$ cat src/rtl/stall_clk_gate_ctrl.sv
// stall_clk_gate_ctrl: per-channel stall FSMs (RUN/HOLD/TIMED) driving latch-based ICGs.
//   clk, rst (async, active-low)      source clock and reset
//   CLK_EN / CLK_DIS [NUM_CH]         per-channel re-enable / stall requests
//   AUTO_MODE [NUM_CH]                1 = timed stall, 0 = hold stall
//   STALL_LEN [NUM_CH*CNT_W]          timed-stall length, channel i at [i*CNT_W +: CNT_W]
//   FORCE_ON, TEST_EN                 global run override / scan ungate
//   GATED_CLK, STALLED, RESUMED [NUM_CH], ALL_STALLED
module stall_clk_gate_ctrl #(
  parameter int NUM_CH = 9,
  parameter int CNT_W  = 8
) (
  input  logic                    clk,
  input  logic                    rst,
  input  logic [NUM_CH-1:0]       CLK_EN,
  input  logic [NUM_CH-1:0]       CLK_DIS,
  input  logic [NUM_CH-1:0]       AUTO_MODE,
  input  logic [NUM_CH*CNT_W-1:0] STALL_LEN,
  input  logic                    FORCE_ON,
  input  logic                    TEST_EN,
  output logic [NUM_CH-1:0]       GATED_CLK,
  output logic [NUM_CH-1:0]       STALLED,
  output logic [NUM_CH-1:0]       RESUMED,
  output logic                    ALL_STALLED
);
  typedef enum logic [1:0] {RUN, HOLD, TIMED} state_e;
  state_e           st_q  [NUM_CH];
  state_e           st_d  [NUM_CH];
  logic [CNT_W-1:0] cnt_q [NUM_CH];
  logic [CNT_W-1:0] cnt_d [NUM_CH];
  logic [NUM_CH-1:0] en_q, en_d, res_q, res_d, en_lat;
  logic all_q;
  always_comb begin
    for (int i = 0; i < NUM_CH; i++) begin
      st_d[i]  = st_q[i];
      en_d[i]  = en_q[i];
      cnt_d[i] = cnt_q[i];
      res_d[i] = 1'b0;
      if (FORCE_ON || CLK_EN[i]) begin
        st_d[i] = RUN;
        en_d[i] = 1'b1;
      end else if (st_q[i] == RUN && CLK_DIS[i]) begin
        if (!AUTO_MODE[i]) begin
          st_d[i] = HOLD;
          en_d[i] = 1'b0;
        end else if (STALL_LEN[i*CNT_W +: CNT_W] != '0) begin
          st_d[i]  = TIMED;
          en_d[i]  = 1'b0;
          cnt_d[i] = STALL_LEN[i*CNT_W +: CNT_W];
        end
      end else if (st_q[i] == TIMED) begin
        // Exit on the count of 1 so the counter never reaches 0 and never wraps.
        if (cnt_q[i] == CNT_W'(1)) begin
          st_d[i]  = RUN;
          en_d[i]  = 1'b1;
          res_d[i] = 1'b1;
        end else begin
          cnt_d[i] = cnt_q[i] - CNT_W'(1);
        end
      end
    end
  end
  always_ff @(posedge clk or negedge rst) begin
    if (!rst) begin
      for (int i = 0; i < NUM_CH; i++) begin
        st_q[i]  <= RUN;
        cnt_q[i] <= '0;
      end
      en_q  <= '1;
      res_q <= '0;
      all_q <= 1'b0;
    end else begin
      for (int i = 0; i < NUM_CH; i++) begin
        st_q[i]  <= st_d[i];
        cnt_q[i] <= cnt_d[i];
      end
      en_q  <= en_d;
      res_q <= res_d;
      all_q <= &(~en_d);
    end
  end
  // ICG latch: open only while clk is low, so the enable is stable for the whole high phase.
  // Reset reaches the latch through en_q during the next low phase, avoiding a runt pulse.
  always_latch begin
    if (!clk) en_lat = en_q | {NUM_CH{TEST_EN}};
  end
  assign GATED_CLK   = {NUM_CH{clk}} & en_lat;
  assign STALLED     = ~en_q;
  assign RESUMED     = res_q;
  assign ALL_STALLED = all_q;
endmodule

$ cat config.mk
export PLATFORM = sky130hd
export DESIGN_NAME = stall_clk_gate_ctrl
export DESIGN_NICKNAME = d
export VERILOG_FILES = /design/src/rtl/stall_clk_gate_ctrl.sv
export SDC_FILE = /design/constraint.sdc
export NUM_CORES = 1
export LEC_CHECK = 0
export ABC_CLOCK_PERIOD_IN_PS = 1940
export CELL_PAD_IN_SITES_DETAIL_PLACEMENT = 2
export CELL_PAD_IN_SITES_GLOBAL_PLACEMENT = 2
export CORE_MARGIN = 2
export CORE_UTILIZATION = 28
export CTS_CLUSTER_SIZE = 40
export DETAILED_ROUTE_END_ITERATION = 7
export PLACE_DENSITY_LB_ADDON = 0.1
export SYNTH_ARGS = -nofsm -noshare
export SYNTH_HDL_FRONTEND = slang
export SYNTH_SLANG_ARGS = --single-unit
export TNS_END_PERCENT = 100
$ cat constraint.sdc
create_clock -name clk -period 1.94 [get_ports clk]
set_input_delay 0.194 -clock clk [delete_from_list [all_inputs] [get_ports clk]]
set_output_delay 0.194 -clock clk [all_outputs]
set_load 0.005 [all_outputs]
==> flow_summary.toml, run 1 <==
[routing]
first_iter_violations = 303
drcViolationCount = 0
num_vias = 7563
ant_nets = 0
wl_per_cell_um = 19.71
via_per_inst = 5.252
routed_wl_mm = 28.39
first_pass_iters = 4

[global_route]
grt_max_degree = 53
grt_use_total_pct = 22.99
grt_pass1_vias = 8676
grt_overflow_total = 0
antenna_found_initial = 0
grt_pass1_wl_mm = 44.77

[timing]
drv_slew = 0
fin_skew_ns = 0.009708
finalWorstSetupSlack_ns = -0.3873
worst_pin_slew_ns = 0.6385
hold_viol = 0
rsz0062_at_grt = "true"
setup_viol = 18
slew_headroom_pct = 57.04

[yosys]
synth.area.top_cells = "dfrtp_1 (38%), o21ai_0 (7.1%), a21oi_1 (6.5%)"
syn_inst = 793
syn-mean-instance-area_sq_um = 8.402
synth_enable_flop_cells = 0
synth_warnings = 0
ys_ff_latch = 118
ys.flop_type = "dfrtp_1"
syn-num-nets = 914
synth_cell_type_count = 53
synth_top_cell_area_share_pct = 37.56
yosys.area.top_type = "dfrtp_1"
syn_area_sq_um = 6663
synth_async_sr_flop_share_pct = 92.37

[placed_design]
gp_congestion = 0.8516
dpl.hpwl_mm = 20.91
placed_area_sq_um = 9620
place_ws_ns = -0.3617
port_buffers = 130
placedCellCount = 1387

[final_layout]
area_growth_pct = 60.75
finalInstanceArea_sq_um = 10710
final_common_cell = "buf_4"
fin_nets = 1228
drive_gt1_share_pct = 27.56
antennaDiodeCount = 0
final_cell_mix = "buf_4 (183), clkdlybuf4s50_1 (120), nor2_1 (107)"
stdcell_count = 1440
nFillCells = 2615

[critical_path]
reg2reg_slack_ns = 0.03
crit_chain = "and2_4 > buf_6"
crit_fanout = 1
start_kind = "latch"
reg2regPathDepth = 5
r2r-end = "ALL_STALLED"
end_kind = "output pin"
critPathKind = "latch to output pin"
cp.arrival_ns = 2.13
crit_required_ns = 1.75
rr_startpoint = "st_q[8]"
critPathMaxStageDelay_ns = 0.40
cp_slowest_cell = "dlxtn_2"

[power]
ir_worst_vdd_mv = 0.6711
total_power_mw = 12.33
p_leak_nw = 4.567
power_density_nw_per_um2 = 1151

[floorplanning]
die-area_sq_um = 25040
coreArea_sq_um = 23400
num_rows = 56
dieHeight_um = 158.3
initial_core_util_pct = 28.47
fp.dieW_um = 158.3
io_pins = 131

[run_status]
status = "complete, but fails checks"
violations = "setup timing"

[clock_network]
path_clk_slew_ns = 0.05
cts_tree = "done"
clk_latency_ns = 0.53

[worst_hold_path]
worstHoldPathType = "input pin to asynchronous set/reset pin"

[run]
cap_violations = 0
-- power by group --
part           internal [mW]  switching [mW]  total, mW  leakage [nW]
Clock                   2.97            1.59       4.56         0.426
Combinational           1.88            2.10       3.98          2.71
Sequential              3.08           0.705       3.79          1.43
-- state kept, by name, indices dropped and copies added (netlist names) --
| register | flops |
|---|---|
| st_q | 18 |
| ALL_STALLED | 1 |
| RESUMED | 9 |
| en_lat | 9 |
| cnt_q | 72 |
| en_q | 9 |
-- metrics by stage --
stage / TNS, ns / hold slack (ns) / util [%]
finish: -3.318 / 0.1625 / 45.77
global route: -4.007 / 0.1839 / 45.77
CTS: -3.523 / 0.1895 / 44.66
detailed placement: -12.27 / 0.1859 / 41.11
global placement: -7.375 / 0.1857 / 41.11
floorplan: 0 / -0.1016 / -
-- cell usage after synthesis, types with 7 or more instances --
master	number
o211ai_1	8
inv_1	47
nor4_1	37
dlxtn_1	9
a211oi_1	11
a22oi_1	11
a31oi_1	13
clkbuf_1	25
ha_1	18
nor3_1	39
o21ai_0	95
or3_1	10
nand2b_1	8
nor2_1	107
or2_2	11
or3b_1	7
dfstp_2	9
a32oi_1	9
nand3b_1	7
dfrtp_1	100
nor3b_1	19
a21oi_1	87
o22a_1	7
and2_1	9
nand2_1	14
-- logic make-up after synthesis --
| group | synth area share (%) |
|---|---|
| and+or+nand+nor | 23.89 |
| AOI/OAI and AO/OA | 24.75 |
| DFF | 41.11 |
| buffers and inverters | 4.507 |
| adders and majority gates | 3.380 |
| latches | 2.028 |
| muxes | 0.3380 |
-- timing repair --
action | 4_1_cts | 5_1_grt
cloned | 0 | 1
hold buffers | 1 | 0
resized for setup | 68 | 53
hold endpoints to repair | 29 | 0
pin swaps | 14 | 18
endpoints found under the setup margin | 36 | 58
buffers inserted | 5 | 11
-- worst max path at each step --
stage | start | end | cells after the start
finish | en_lat[0] | GATED_CLK[0] | 2
global route | en_lat[4] | GATED_CLK[4] | 2
CTS | en_lat[0] | GATED_CLK[0] | 2
detailed placement | CLK_DIS[6] | cnt_q[19] | 8
global placement | CLK_DIS[2] | ALL_STALLED | 6
floorplan | st_q[11] | cnt_q[43] | 7
-- per-layer routing --
| layer | part of all wire [%] | track usage [%] | wire (um) |
|---|---|---|---|
| met5 | 0 | 0 | 0 |
| met4 | 2.1 | 7.722 | 608 |
| met3 | 4.8 | 6.151 | 1374 |
| met2 | 52 | 41.47 | 14720 |
| met1 | 41 | 26.29 | 11690 |
-- critical path: cells and delay by family (launching register included) --
kind	cells	cell delay [ns]
buf+inv	1	0.09
latches	1	0.40
simple gates	1	0.14
-- area by class of cell --
type,count,area (sq um),share of cell area (%)
tap,319,399.1,3.727
multi-input combinational,597,3741,34.93
clock inverter,13,163.9,1.530
inverter,47,176.4,1.647
clock buffer,33,625.6,5.841
sequential,118,2880,26.89
timing repair buffer,313,2724,25.43
Note: power is estimated with default switching activity, not from simulation.
==> run 2, diff against run 1 <==
--- a/config.mk
+++ b/config.mk
@@ -6,13 +6,14 @@
 export NUM_CORES = 1
 export LEC_CHECK = 0
 export ABC_CLOCK_PERIOD_IN_PS = 1940
-export CELL_PAD_IN_SITES_DETAIL_PLACEMENT = 2
-export CELL_PAD_IN_SITES_GLOBAL_PLACEMENT = 2
+export CELL_PAD_IN_SITES_DETAIL_PLACEMENT = 1
+export CELL_PAD_IN_SITES_GLOBAL_PLACEMENT = 1
 export CORE_MARGIN = 2
-export CORE_UTILIZATION = 28
+export CORE_UTILIZATION = 35
 export CTS_CLUSTER_SIZE = 40
 export DETAILED_ROUTE_END_ITERATION = 7
 export PLACE_DENSITY_LB_ADDON = 0.1
+export SLEW_MARGIN = 20
 export SYNTH_ARGS = -nofsm -noshare
 export SYNTH_HDL_FRONTEND = slang
 export SYNTH_SLANG_ARGS = --single-unit
==> run 2 against run 1 <==
Effect of this change:
- sequential power is 3% higher
- die area is 20% lower
- the run still ends with setup timing left
- critical path type unchanged
- hold slack worse by 0.030 ns
- largest cell class unchanged
- highest routed layer unchanged
- sequential cell count stayed put
- register-to-register slack worse by 0.06 ns
- largest power group unchanged
- global-route usage is 1.1 points higher
- via count is 5.2% lower
- cell count is 9.3% lower
==> flow_summary.toml, run 2 (same netlist as run 1, synthesis figures left out) <==
[routing]
via_per_inst = 5.490
ant_nets = 0
drcViolationCount = 0
routed_wl_mm = 23.74
wl_per_cell_um = 18.18
first_pass_iters = 4
num_vias = 7170
first_iter_violations = 225

[critical_path]
end_kind = "output pin"
critPathKind = "latch to output pin"
start_kind = "latch"
cp.arrival_ns = 2.13
crit_required_ns = 1.75
crit_fanout = 1

[floorplanning]
num_rows = 50
coreArea_sq_um = 18710
die-area_sq_um = 20160
fp.dieW_um = 142.0
dieHeight_um = 142.0
initial_core_util_pct = 35.62
io_pins = 131

[final_layout]
final_cell_mix = "buf_4 (141), clkdlybuf4s50_1 (120), nor2_1 (107)"
largest_register_ff_count = 72
multi_input_area_sq_um = 3704
final_common_cell = "buf_4"
final_util_pct = 54.31
drive_gt1_share_pct = 24.35
area_growth_pct = 52.47
fin_nets = 1179
largest_register = "cnt_q"
regArea_sq_um = 2879
nFillCells = 2177
antennaDiodeCount = 0
reg_top3 = "cnt_q x72, st_q x18"

[timing]
hold_viol = 0
drv_slew = 0
rsz0062_at_grt = "true"
finalWorstSetupSlack_ns = -0.3841
worst_pin_slew_ns = 0.6562
slew_headroom_pct = 55.85
fin_skew_ns = 0.01104
setup_viol = 19

[worst_hold_path]
worstHoldPathType = "input pin to asynchronous set/reset pin"

[global_route]
grt_overflow_total = 0
antenna_found_initial = 0
grt.met2_usage_pct = 41.90
use_met3_pct = 6.393
grt_use_total_pct = 24.08
grt_pass1_wl_mm = 38.47
grt_max_degree = 46
top_usage_layer = "met2"
grt.met1_usage_pct = 28.27
grt_pass1_vias = 7902

[placed_design]
port_buffers = 130
gp_congestion = 0.9172
dpl.hpwl_mm = 17.68
place_ws_ns = -0.3087

[clock_network]
clk_latency_ns = 0.54
cts_tree = "done"
path_clk_slew_ns = 0.06

[power]
ir_worst_vdd_mv = 0.6200
p_leak_nw = 4.305
power_density_nw_per_um2 = 1148

[run_status]
violations = "setup timing"
status = "complete, but fails checks"

[run]
cap_violations = 0
run 2: cell types whose count changed in the layout (fill, tap and decap cells not counted), moves of 4 or more:
| cell | change |
|---|---|
| o21ai_1 | -6 |
| o21ai_0 | +10 |
| clkinv_1 | -4 |
| o21ai_2 | -4 |
| clkinvlp_4 | +4 |
| buf_4 | -42 |
run 2: layer usage:
| metal | routed length [um] | vias to the layer above |
|---|---|---|
| met5 | 0 | - |
| met2 | 12000 | 156 |
| li1 | - | 3459 |
| met4 | 537 | 0 |
| met1 | 10150 | 3511 |
| met3 | 1047 | 44 |
run 2: final cells by class:
class / count / area share (%)
multi-input combinational: 597 / 36.46
clock inverter: 12 / 0.9730
tap: 234 / 2.882
inverter: 47 / 1.737
sequential: 118 / 28.34
timing repair buffer: 264 / 22.74
clock buffer: 34 / 6.873
run 2: path summary, 6_finish.rpt:
check,startpoint,end,slack [ns],cells past startpoint
setup / recovery,en_lat[2],GATED_CLK[2],-0.38,2
hold / removal,rst,cnt_q[59],0.13,2
setup reg to reg,st_q[2],ALL_STALLED,-0.03,5
hold reg to reg,cnt_q[13],cnt_q[13],0.52,2
max in group asynchronous,rst,en_q[5],1.16,3
min in group clk,CLK_EN[2],RESUMED[2],0.29,2
run 2: per-stage QoR:
stage / power (mW) / cell area [sq um] / instances / hold slack (ns) / setup TNS, ns
global placement: 7.260 / 9196 / 1264 / 0.1490 / -5.423
detailed placement: 7.535 / 9196 / 1264 / 0.1521 / -11.12
CTS: 11.57 / 9972 / 1303 / 0.1359 / -3.499
floorplan: 5.653 / 6663 / 793 / -0.1016 / 0
global route: 12.44 / 10160 / 1306 / 0.1514 / -3.853
finish: 11.66 / 10160 / 1306 / 0.1321 / -3.343
run 2: timing repair:
action / in CTS / in global routing
buffers inserted: 1 / 4
resized for setup: 58 / 38
pin swaps: 12 / 10
hold endpoints to repair: 100 / 0
hold buffers: 1 / 0
setup endpoints to repair: 38 / 67
run 2: worst max-delay path, stage by stage (launching register included):
cell	delay, ns
dlxtn_1	0.39
and2_4	0.15
buf_6	0.09
run 2: where the power goes:
| part | internal [mW] | leakage [nW] | total [mW] | switching [mW] |
|---|---|---|---|---|
| sequential | 3.08 | 1.43 | 3.89 | 0.809 |
| combinational | 1.59 | 2.45 | 3.34 | 1.75 |
| clock | 2.85 | 0.425 | 4.43 | 1.57 |
| total | 7.53 | 4.30 | 11.7 | 4.13 |
==> run 3, diff against run 2 <==
--- a/config.mk
+++ b/config.mk
@@ -5,7 +5,6 @@
 export SDC_FILE = /design/constraint.sdc
 export NUM_CORES = 1
 export LEC_CHECK = 0
-export ABC_CLOCK_PERIOD_IN_PS = 1940
 export CELL_PAD_IN_SITES_DETAIL_PLACEMENT = 1
 export CELL_PAD_IN_SITES_GLOBAL_PLACEMENT = 1
 export CORE_MARGIN = 2
==> results of run 3 <==
Final layout, timing and power as in run 2 (identical DEF).
